**src/rtl/sym_timing_nco.sv**
```systemverilog
// Symbol-timing NCO: fractional phase accumulator that wraps at the oversampling factor and emits a symbol strobe.
// Optional slip statistics (early/late period counters) are enabled by defining SYM_NCO_SLIP_STATS_EN.
module sym_timing_nco #(
  parameter int unsigned OSF_MAX  = 32,
  parameter int unsigned INT_W    = 6,
  parameter int unsigned FRAC_W   = 26,
  parameter int unsigned CTRL_W   = 18,
  parameter int unsigned MAX_CORR = 2047
) (
  input  logic              clk,
  input  logic              reset_n,
  input  logic [INT_W-1:0]  osf_i,
  input  logic              cfg_load_i,
  input  logic [CTRL_W-1:0] ctrl_i,
  input  logic              ctrl_valid_i,
  input  logic              hold_i,
  output logic              sym_valid_o,
  output logic [INT_W-1:0]  phase_int_o,
  output logic [FRAC_W-1:0] mu_o,
  output logic              phase_val_o,
  output logic              ctrl_sat_o,
  output logic              cfg_err_o,
  output logic [15:0]       early_cnt_o,
  output logic [15:0]       late_cnt_o
);

  localparam int unsigned PHI_W   = INT_W + FRAC_W;
  localparam int unsigned SUM_W   = PHI_W + 1;
  localparam int unsigned OSF_RST = (OSF_MAX < 20) ? OSF_MAX : 20;
  localparam int unsigned CORR_SH = FRAC_W - 12;

  localparam logic [SUM_W-1:0]         ONE_SAMP = SUM_W'(1) << FRAC_W;
  localparam logic signed [CTRL_W-1:0] CORR_POS = CTRL_W'(MAX_CORR);
  localparam logic signed [CTRL_W-1:0] CORR_NEG = -CORR_POS;

  typedef enum logic [1:0] {IDLE, TRACK, HOLD} state_t;

  state_t                    state_q, state_d;
  logic [PHI_W-1:0]          phi_q;
  logic [INT_W-1:0]          osf_q;
  logic signed [CTRL_W-1:0]  ctrl_q;

  logic                      cfg_ok, cfg_bad, cap_en;
  logic signed [CTRL_W-1:0]  ctrl_s, ctrl_clamp;
  logic                      ctrl_clip;
  logic [SUM_W-1:0]          corr_ext, step, phi_sum, wrap_thr;
  logic                      wrap;
  logic [PHI_W-1:0]          phi_nxt;

  assign cfg_ok  = cfg_load_i && (osf_i >= INT_W'(2)) && (osf_i <= INT_W'(OSF_MAX));
  assign cfg_bad = cfg_load_i && !cfg_ok;
  assign cap_en  = ctrl_valid_i && (state_q != HOLD);

  // Clamp the incoming correction to +/-MAX_CORR
  always_comb begin
    ctrl_s     = $signed(ctrl_i);
    ctrl_clamp = ctrl_s;
    ctrl_clip  = 1'b0;
    if (ctrl_s > CORR_POS) begin
      ctrl_clamp = CORR_POS;
      ctrl_clip  = 1'b1;
    end else if (ctrl_s < CORR_NEG) begin
      ctrl_clamp = CORR_NEG;
      ctrl_clip  = 1'b1;
    end
  end

  // Phase step and single-wrap accumulator update; true sum is never negative so modular add is exact
  always_comb begin
    corr_ext = {{(SUM_W-CTRL_W){ctrl_q[CTRL_W-1]}}, ctrl_q};
    step     = ONE_SAMP;
    if (state_q != IDLE) begin
      step = ONE_SAMP + (corr_ext << CORR_SH);
    end
    phi_sum  = {1'b0, phi_q} + step;
    wrap_thr = {1'b0, osf_q, {FRAC_W{1'b0}}};
    wrap     = (phi_sum >= wrap_thr);
    phi_nxt  = wrap ? PHI_W'(phi_sum - wrap_thr) : PHI_W'(phi_sum);
  end

  always_ff @(posedge clk) begin
    if (!reset_n) begin
      state_q <= IDLE;
    end else begin
      state_q <= state_d;
    end
  end

  always_comb begin
    state_d = state_q;
    if (cfg_ok) begin
      state_d = IDLE;
    end else begin
      case (state_q)
        IDLE:    if (ctrl_valid_i) state_d = TRACK;
        TRACK:   if (hold_i)       state_d = HOLD;
        HOLD:    if (!hold_i)      state_d = TRACK;
        default: state_d = IDLE;
      endcase
    end
  end

  // Datapath registers; an accepted load wins over capture and wrap on the same edge
  always_ff @(posedge clk) begin
    if (!reset_n) begin
      phi_q       <= '0;
      osf_q       <= INT_W'(OSF_RST);
      ctrl_q      <= '0;
      sym_valid_o <= 1'b0;
      ctrl_sat_o  <= 1'b0;
      cfg_err_o   <= 1'b0;
      phase_val_o <= 1'b0;
    end else begin
      sym_valid_o <= 1'b0;
      ctrl_sat_o  <= 1'b0;
      cfg_err_o   <= cfg_bad;
      phase_val_o <= (state_d != IDLE);
      if (cfg_ok) begin
        osf_q  <= osf_i;
        phi_q  <= '0;
        ctrl_q <= '0;
      end else begin
        phi_q       <= phi_nxt;
        sym_valid_o <= wrap;
        if (cap_en) begin
          ctrl_q     <= ctrl_clamp;
          ctrl_sat_o <= ctrl_clip;
        end
      end
    end
  end

  assign phase_int_o = phi_q[PHI_W-1:FRAC_W];
  assign mu_o        = phi_q[FRAC_W-1:0];

`ifdef SYM_NCO_SLIP_STATS_EN
  localparam int unsigned PER_W = INT_W + 2;

  logic [PER_W-1:0] per_cnt_q;
  logic             seen_q;
  logic [PER_W:0]   period;
  logic [PER_W:0]   osf_ext;

  assign period  = {1'b0, per_cnt_q} + (PER_W+1)'(1);
  assign osf_ext = (PER_W+1)'(osf_q);

  // Clocks between successive wrap edges; the first wrap after reset/load only arms the measurement
  always_ff @(posedge clk) begin
    if (!reset_n || cfg_ok) begin
      per_cnt_q   <= '0;
      seen_q      <= 1'b0;
      early_cnt_o <= '0;
      late_cnt_o  <= '0;
    end else if (wrap) begin
      per_cnt_q <= '0;
      seen_q    <= 1'b1;
      if (seen_q && (period < osf_ext) && (early_cnt_o != 16'hFFFF)) begin
        early_cnt_o <= early_cnt_o + 16'd1;
      end
      if (seen_q && (period > osf_ext) && (late_cnt_o != 16'hFFFF)) begin
        late_cnt_o <= late_cnt_o + 16'd1;
      end
    end else if (per_cnt_q != '1) begin
      per_cnt_q <= per_cnt_q + PER_W'(1);
    end
  end
`else
  assign early_cnt_o = 16'd0;
  assign late_cnt_o  = 16'd0;
`endif

endmodule

```
**config.mk**
```make
export PLATFORM = sky130hd
export DESIGN_NAME = sym_timing_nco
export DESIGN_NICKNAME = d
export VERILOG_FILES = /design/src/rtl/sym_timing_nco.sv
export SDC_FILE = /design/constraint.sdc
export NUM_CORES = 1
export LEC_CHECK = 0
export ABC_CLOCK_PERIOD_IN_PS = 4890
export CAP_MARGIN = 20
export CORE_ASPECT_RATIO = 0.8
export CORE_MARGIN = 4
export CORE_UTILIZATION = 36
export CTS_BUF_LIST = sky130_fd_sc_hd__clkbuf_16
export DETAILED_ROUTE_END_ITERATION = 10
export PLACE_DENSITY_LB_ADDON = 0.3
export SLEW_MARGIN = 20
export SYNTH_ARGS = -nofsm -noshare
export SYNTH_HDL_FRONTEND = slang
export SYNTH_SLANG_ARGS = --single-unit
```
**constraint.sdc**
```tcl
create_clock -name clk -period 4.89 [get_ports clk]
set_input_delay 0.978 -clock clk [delete_from_list [all_inputs] [get_ports clk]]
set_output_delay 0.978 -clock clk [all_outputs]
set_load 0.1 [all_outputs]
```
### Yosys cells after proc, flatten, opt, wreduce, memory -nomap -nowiden

Index checks and enable logic that the tools add are counted.

* word-level logic and storage cells: 42
* input port bits: 29
* bits in read-only memories: 0
* memories: 0
* RAM bits: 0
* bits in registers: 62
* latch bits: 0
* output and inout bits: 68

* mux-type cells: 11
* multiply operators: 0
* shift-type cells: 0
* add/sub/neg operators: 3
* reduce and logical (&&, ||, !) cells: 10
* div/mod/pow operators: 0
* order comparisons: 5
* bitwise gates (word level): 2
* equal/unequal tests: 3

Operators with widths (count)
* 18-bit 2-to-1 mux: 2
* 28-bit by 32-bit adder with 33-bit output, first input constant: 1
* 32-bit by 33-bit adder with 33-bit output: 1
* 33-bit by 32-bit >= comparator with 1-bit output: 1
* 33-bit 2-to-1 mux: 1
* 32-bit 2-to-1 mux: 1
* 32-bit subtractor: 1
* 18-bit by 12-bit greater-than comparator with 1-bit output, second input constant: 1
* 18-bit by 12-bit < comparator with 1-bit output, second input constant: 1
* 2-bit 2-to-1 mux: 4
* 6-bit by 2-bit >= comparator with 1-bit output, second input constant: 1
* 6-bit less-or-equal comparator, second input constant: 1
* 2-bit case mux with 3 select lines: 1
* 1-bit logical AND: 4
* 2-bit nonzero test: 2
* 3-bit OR reduction: 1
* 2-bit by 1-bit == test with 1-bit output, second input constant: 1
* 2-bit == test, second input constant: 1
* 2-bit logical NOT: 1
* 1-bit 2-to-1 mux: 2
* 2-bit != test, second input constant: 1
* 1-bit NOT: 2
* 2-bit OR reduction: 1
* 1-bit logical NOT: 1

### Logic depth before layout (Yosys ltp)

* word-level depth: 5
* gate-level depth with buffers: 21
* depth with buffers taken out: 19

### Least setup slack after synthesis

Ideal clock, no wire load.

* path type: reg2reg
* start: reg phi_q[15]
* end: reg phi_q[26]
* period minus slack after synthesis: 4350 ps
* path buffers: 0
* path slack: 540 ps
* data arrival time: 4229 ps
* cell stages (with the launch flop): 17
* required time: 4769 ps
* library setup time: 121 ps
* path through: dfxtp_1 -> ha_1 -> a21o_1 -> and4_1 -> o211ai_1 -> a211oi_1 -> o21a_1 -> or3_1 -> and2_1 -> ha_1 -> nand4_1 -> nor2_1 -> o2111a_1 -> o2111ai_1 -> o31ai_2 -> nor2_4 -> mux2_4

* cells in the longest elaborated chain, start to end: 3
* elaborated cells on any way between the ends: 4
* those cells by class: add/sub: 2; order compare: 1; mux: 1

Ends and longest elaborated chain
* start, declared: RTL line 39 `logic [PHI_W-1:0] phi_q;`
* start signal, assigned: RTL line 123 `phi_q <= phi_nxt;`
* 32-bit by 33-bit adder with 33-bit output *: RTL line 75 `phi_sum = {1'b0, phi_q} + step;`
* 32-bit subtractor or 33-bit by 32-bit >= comparator with 1-bit output (tied branches): RTL line 78, 77
* 32-bit 2-to-1 mux *: RTL line 78 `phi_nxt = wrap ? PHI_W'(phi_sum - wrap_thr) : PHI_W'(phi_sum);`

Every way passes the cells marked *; elsewhere a longest branch is shown, timed or not.
A chain may end at the register's enable or synchronous reset.

### Worst setup path in the final report

* start: reg state_q[1]
* end: reg phi_q[26]

* cells in the longest elaborated chain, start to end: 5
* elaborated cells on any way between the ends: 6
* those cells by class: add/sub: 2; order compare: 1; mux: 2; reduce/logical: 1

Ends and longest elaborated chain
* start, declared: RTL line 38 `state_t state_q, state_d;`
* start signal, assigned: RTL line 85 `state_q <= state_d;`
* 2-bit nonzero test *: RTL line 72 `if (state_q != IDLE) begin`
* 33-bit 2-to-1 mux *: RTL line 72
* 32-bit by 33-bit adder with 33-bit output *: RTL line 75
* 32-bit subtractor or 33-bit by 32-bit >= comparator with 1-bit output (tied branches): RTL line 78, 77
* 32-bit 2-to-1 mux *: RTL line 78

Marks and branches as above.

==> results by group <==
CTS
  – Clock Sinks: 48
  – Num CTS Buffers: 5
  – Post-CTS Resized: 0
  – Clk slew on worst S/H paths: 60 ps
  – Post-CTS Hold Buffers: 0
  – CTS tree: yes
  – Postcts setup bufs: 0
  – Clk_lat worst skew: 290 ps
  – H-tree depth: 2
  – Clk buf depth: 2
  – Root Driver: clkbuf_16

Setup path
  – CP Max Fanout: 17
  – CP required: 5070 ps
  – CP Launch Type: flop
  – R2R depth: 19
  – CP Class: reg2reg
  – Critical path capture point type: flop
  – CP arrival: 4740 ps

STA
  – Final critical-path required period: 4560 ps
  – RSZ-0062 raised after global routing: false
  – Final hold violation count: 0
  – Least-Margin Pin Slew: 981 ps
  – Slew Viols, Final: 0
  – Fmax: 219 MHz
  – Worst Clk Skew: 2.33 ps
  – Rel. slew slack: 0.344
  – Setup Viol. Count Final: 0
  – Total negative slack: 0 ps
  – Tcrit/Tclk final: 0.933

Floorplanning
  – I/O pin total: 97
  – Die W: 120 um
  – DIE HEIGHT: 97.5 um
  – Site Rows: 32
  – Core box area: 9690 um2
  – Initial Utilization: 0.372
  – Die Area: 11700 um2

Detailed routing
  – Initial DRC Count: 136
  – Post-DRT Antenna Nets: 0
  – Detailed-route wire length: 8730 um
  – DR WL/cell: 13.7 um
  – Drt first pass iters: 4
  – Drt via density: 4.90
  – # DRC: 0
  – DR vias: 3129

Global route
  – Initial antenna violation count: 0
  – First-pass GRT wire length: 14000 um
  – Gr ovfl total: 0
  – Number of global-route vias before repair: 2847
  – Total GRT Usage: 0.146
  – Pin count of the biggest net entering global routing: 29

Finish
  – Post-layout util: 0.438
  – Area grow syn2layout: 17.6%
  – Non-Filler Instances: 639
  – Post-route cell area: 4240 um2
  – N_diodes: 0
  – Layout cells sized above 1: 0.0477
  – Final #Nets: 560

Power and ir drop
  – NetSw: 800 uW
  – Pint: 974 uW
  – Power Density: 419 nW/um2
  – Leakage: 0.00180 uW
  – Part of the power in registers: 0.258
  – Tot Pwr: 1770 uW
  – Max IR drop VDD: 0.195 mV
  – Switching share of total power: 0.451
  – Clk pwr share: 0.248
  – Combinational Power Share: 0.494

Synth
  – Post-synth design cell area: 3600 um2
  – Post-Syn Area per Cell: 7.84 um2
  – Post-synth top area share: 0.267
  – Commonest cells in the netlist: 48 x dfxtp_1, 47 x buf_4, 44 x nor2_1, 38 x nand2_1, 29 x a21oi_1
  – Synthesized netlist cell count: 460
  – Synth area leader: dfxtp_1
  – Netlist cell types: 60
  – Count leader, synth: dfxtp_1
  – Synth area leaders: dfxtp_1 27%, buf_4 9.8%, ha_1 9.0%
  – Yosys warnings: 0
  – Prevailing post-synth register cell: dfxtp_1
  – Register bit total from synthesis: 48
  – Number of flops mapped to enable cells by yosys: 0
  – Post-synth ARST share: 0
  – Sequential area share after synthesis: 0.267

Hold path
  – Hold WC Path Type: reg2reg
  – WHS Path Cells: 2

Run
  – Max Cap Violations: 0

Placement
  – Placed Instances: 632
  – Hpwl dp: 6980 um
  – Area after detailed placement: 4050 um2
  – # port buffers: 50
  – RePlAce Congestion: 0.937

Status
  – Status: completed
## power by group through the flow
stage	clock network, uW	registers, uW	logic [uW]
detailed placement	0	468	863
finish	439	458	876
global route	466	464	937
CTS	451	459	868
global placement	0	466	860
floorplan	0	650	539
## layer usage
| layer | track usage | up-vias | routed length (um) |
|---|---|---|---|
| li1 | - | 1606 | - |
| met1 | 0.224 | 1423 | 4520 |
| met2 | 0.203 | 93 | 3610 |
| met3 | 0.0326 | 7 | 524 |
| met4 | 0.0335 | 0 | 78 |
| met5 | 0 | - | 0 |
## through the flow
stage / setup slack (ps) / hold WS (ps)
finish: 327 / 463
global route: 47.8 / 480
CTS: 294 / 463
detailed placement: 337 / 455
global placement: 467 / 448
floorplan: 540 / 426
## cell families after synthesis
kind of cell | synth area share
flip-flops | 0.267
XOR/XNOR | 0.0364
other | 0.00104
buffers and inverters | 0.140
adder cells (fa/ha/maj) | 0.101
multiplexers | 0.0292
AND/OR/NAND/NOR | 0.230
AO/OA/AOI/OAI | 0.196
## cell type report
cell class / count / area (um2)
fillers: 996 / 5450
repair buffers: 52 / 515
well taps: 136 / 170
multi-input cells: 371 / 2310
clock inverters: 2 / 60.1
clock buffers: 5 / 125
inverters: 25 / 93.8
flip-flops and latches: 48 / 961
## cell usage in the layout, fill, tap and decap left out, types with 7 or more instances in the layout
cell / instances
clkdlybuf4s50_1: 50
dfxtp_1: 48
conb_1: 46
nor2_1: 44
nand2_1: 38
a21oi_1: 28
ha_1: 26
inv_1: 25
o21ai_0: 25
nor2b_1: 18
nand3_1: 13
nor3_1: 10
o22ai_1: 10
mux2i_1: 9
xnor2_1: 8
o211ai_1: 8
xor2_1: 7
## final timing paths
check                       endpoint  slack (ps)               startpoint
min reg2reg  ctrl_q[11]$_SDFFE_PP0P_         460  ctrl_q[11]$_SDFFE_PP0P_
max reg2reg     phi_q[26]$_SDFF_PP0_         330    state_q[1]$_SDFF_PN0_
max             phi_q[26]$_SDFF_PP0_         330    state_q[1]$_SDFF_PN0_
min          ctrl_q[11]$_SDFFE_PP0P_         460  ctrl_q[11]$_SDFFE_PP0P_
## sequential cells by signal, indices dropped and copies added, names as in the netlist
name,cells
ctrl_q,18
phi_q,18
osf_q,6
state_q,2
cfg_err_o,1
ctrl_sat_o,1
phase_val_o,1
sym_valid_o,1
## worst max-delay path, cell delays in order (launching register included)
cell       delay [ps]
dfxtp_1           450
nor2_1             70
buf_4             190
nor2b_1           200
ha_1              270
a21o_1            190
and4_1            250
o211ai_1          310
a211oi_1          150
o21a_1            210
or3_1             360
and2_1            170
ha_1              300
nand4_1           110
nor2_1            130
o2111a_1          200
o2111ai_1         140
o31ai_2           310
nor2_4            130
mux2_4            310
No activity file was read; power rests on OpenSTA's default activity.
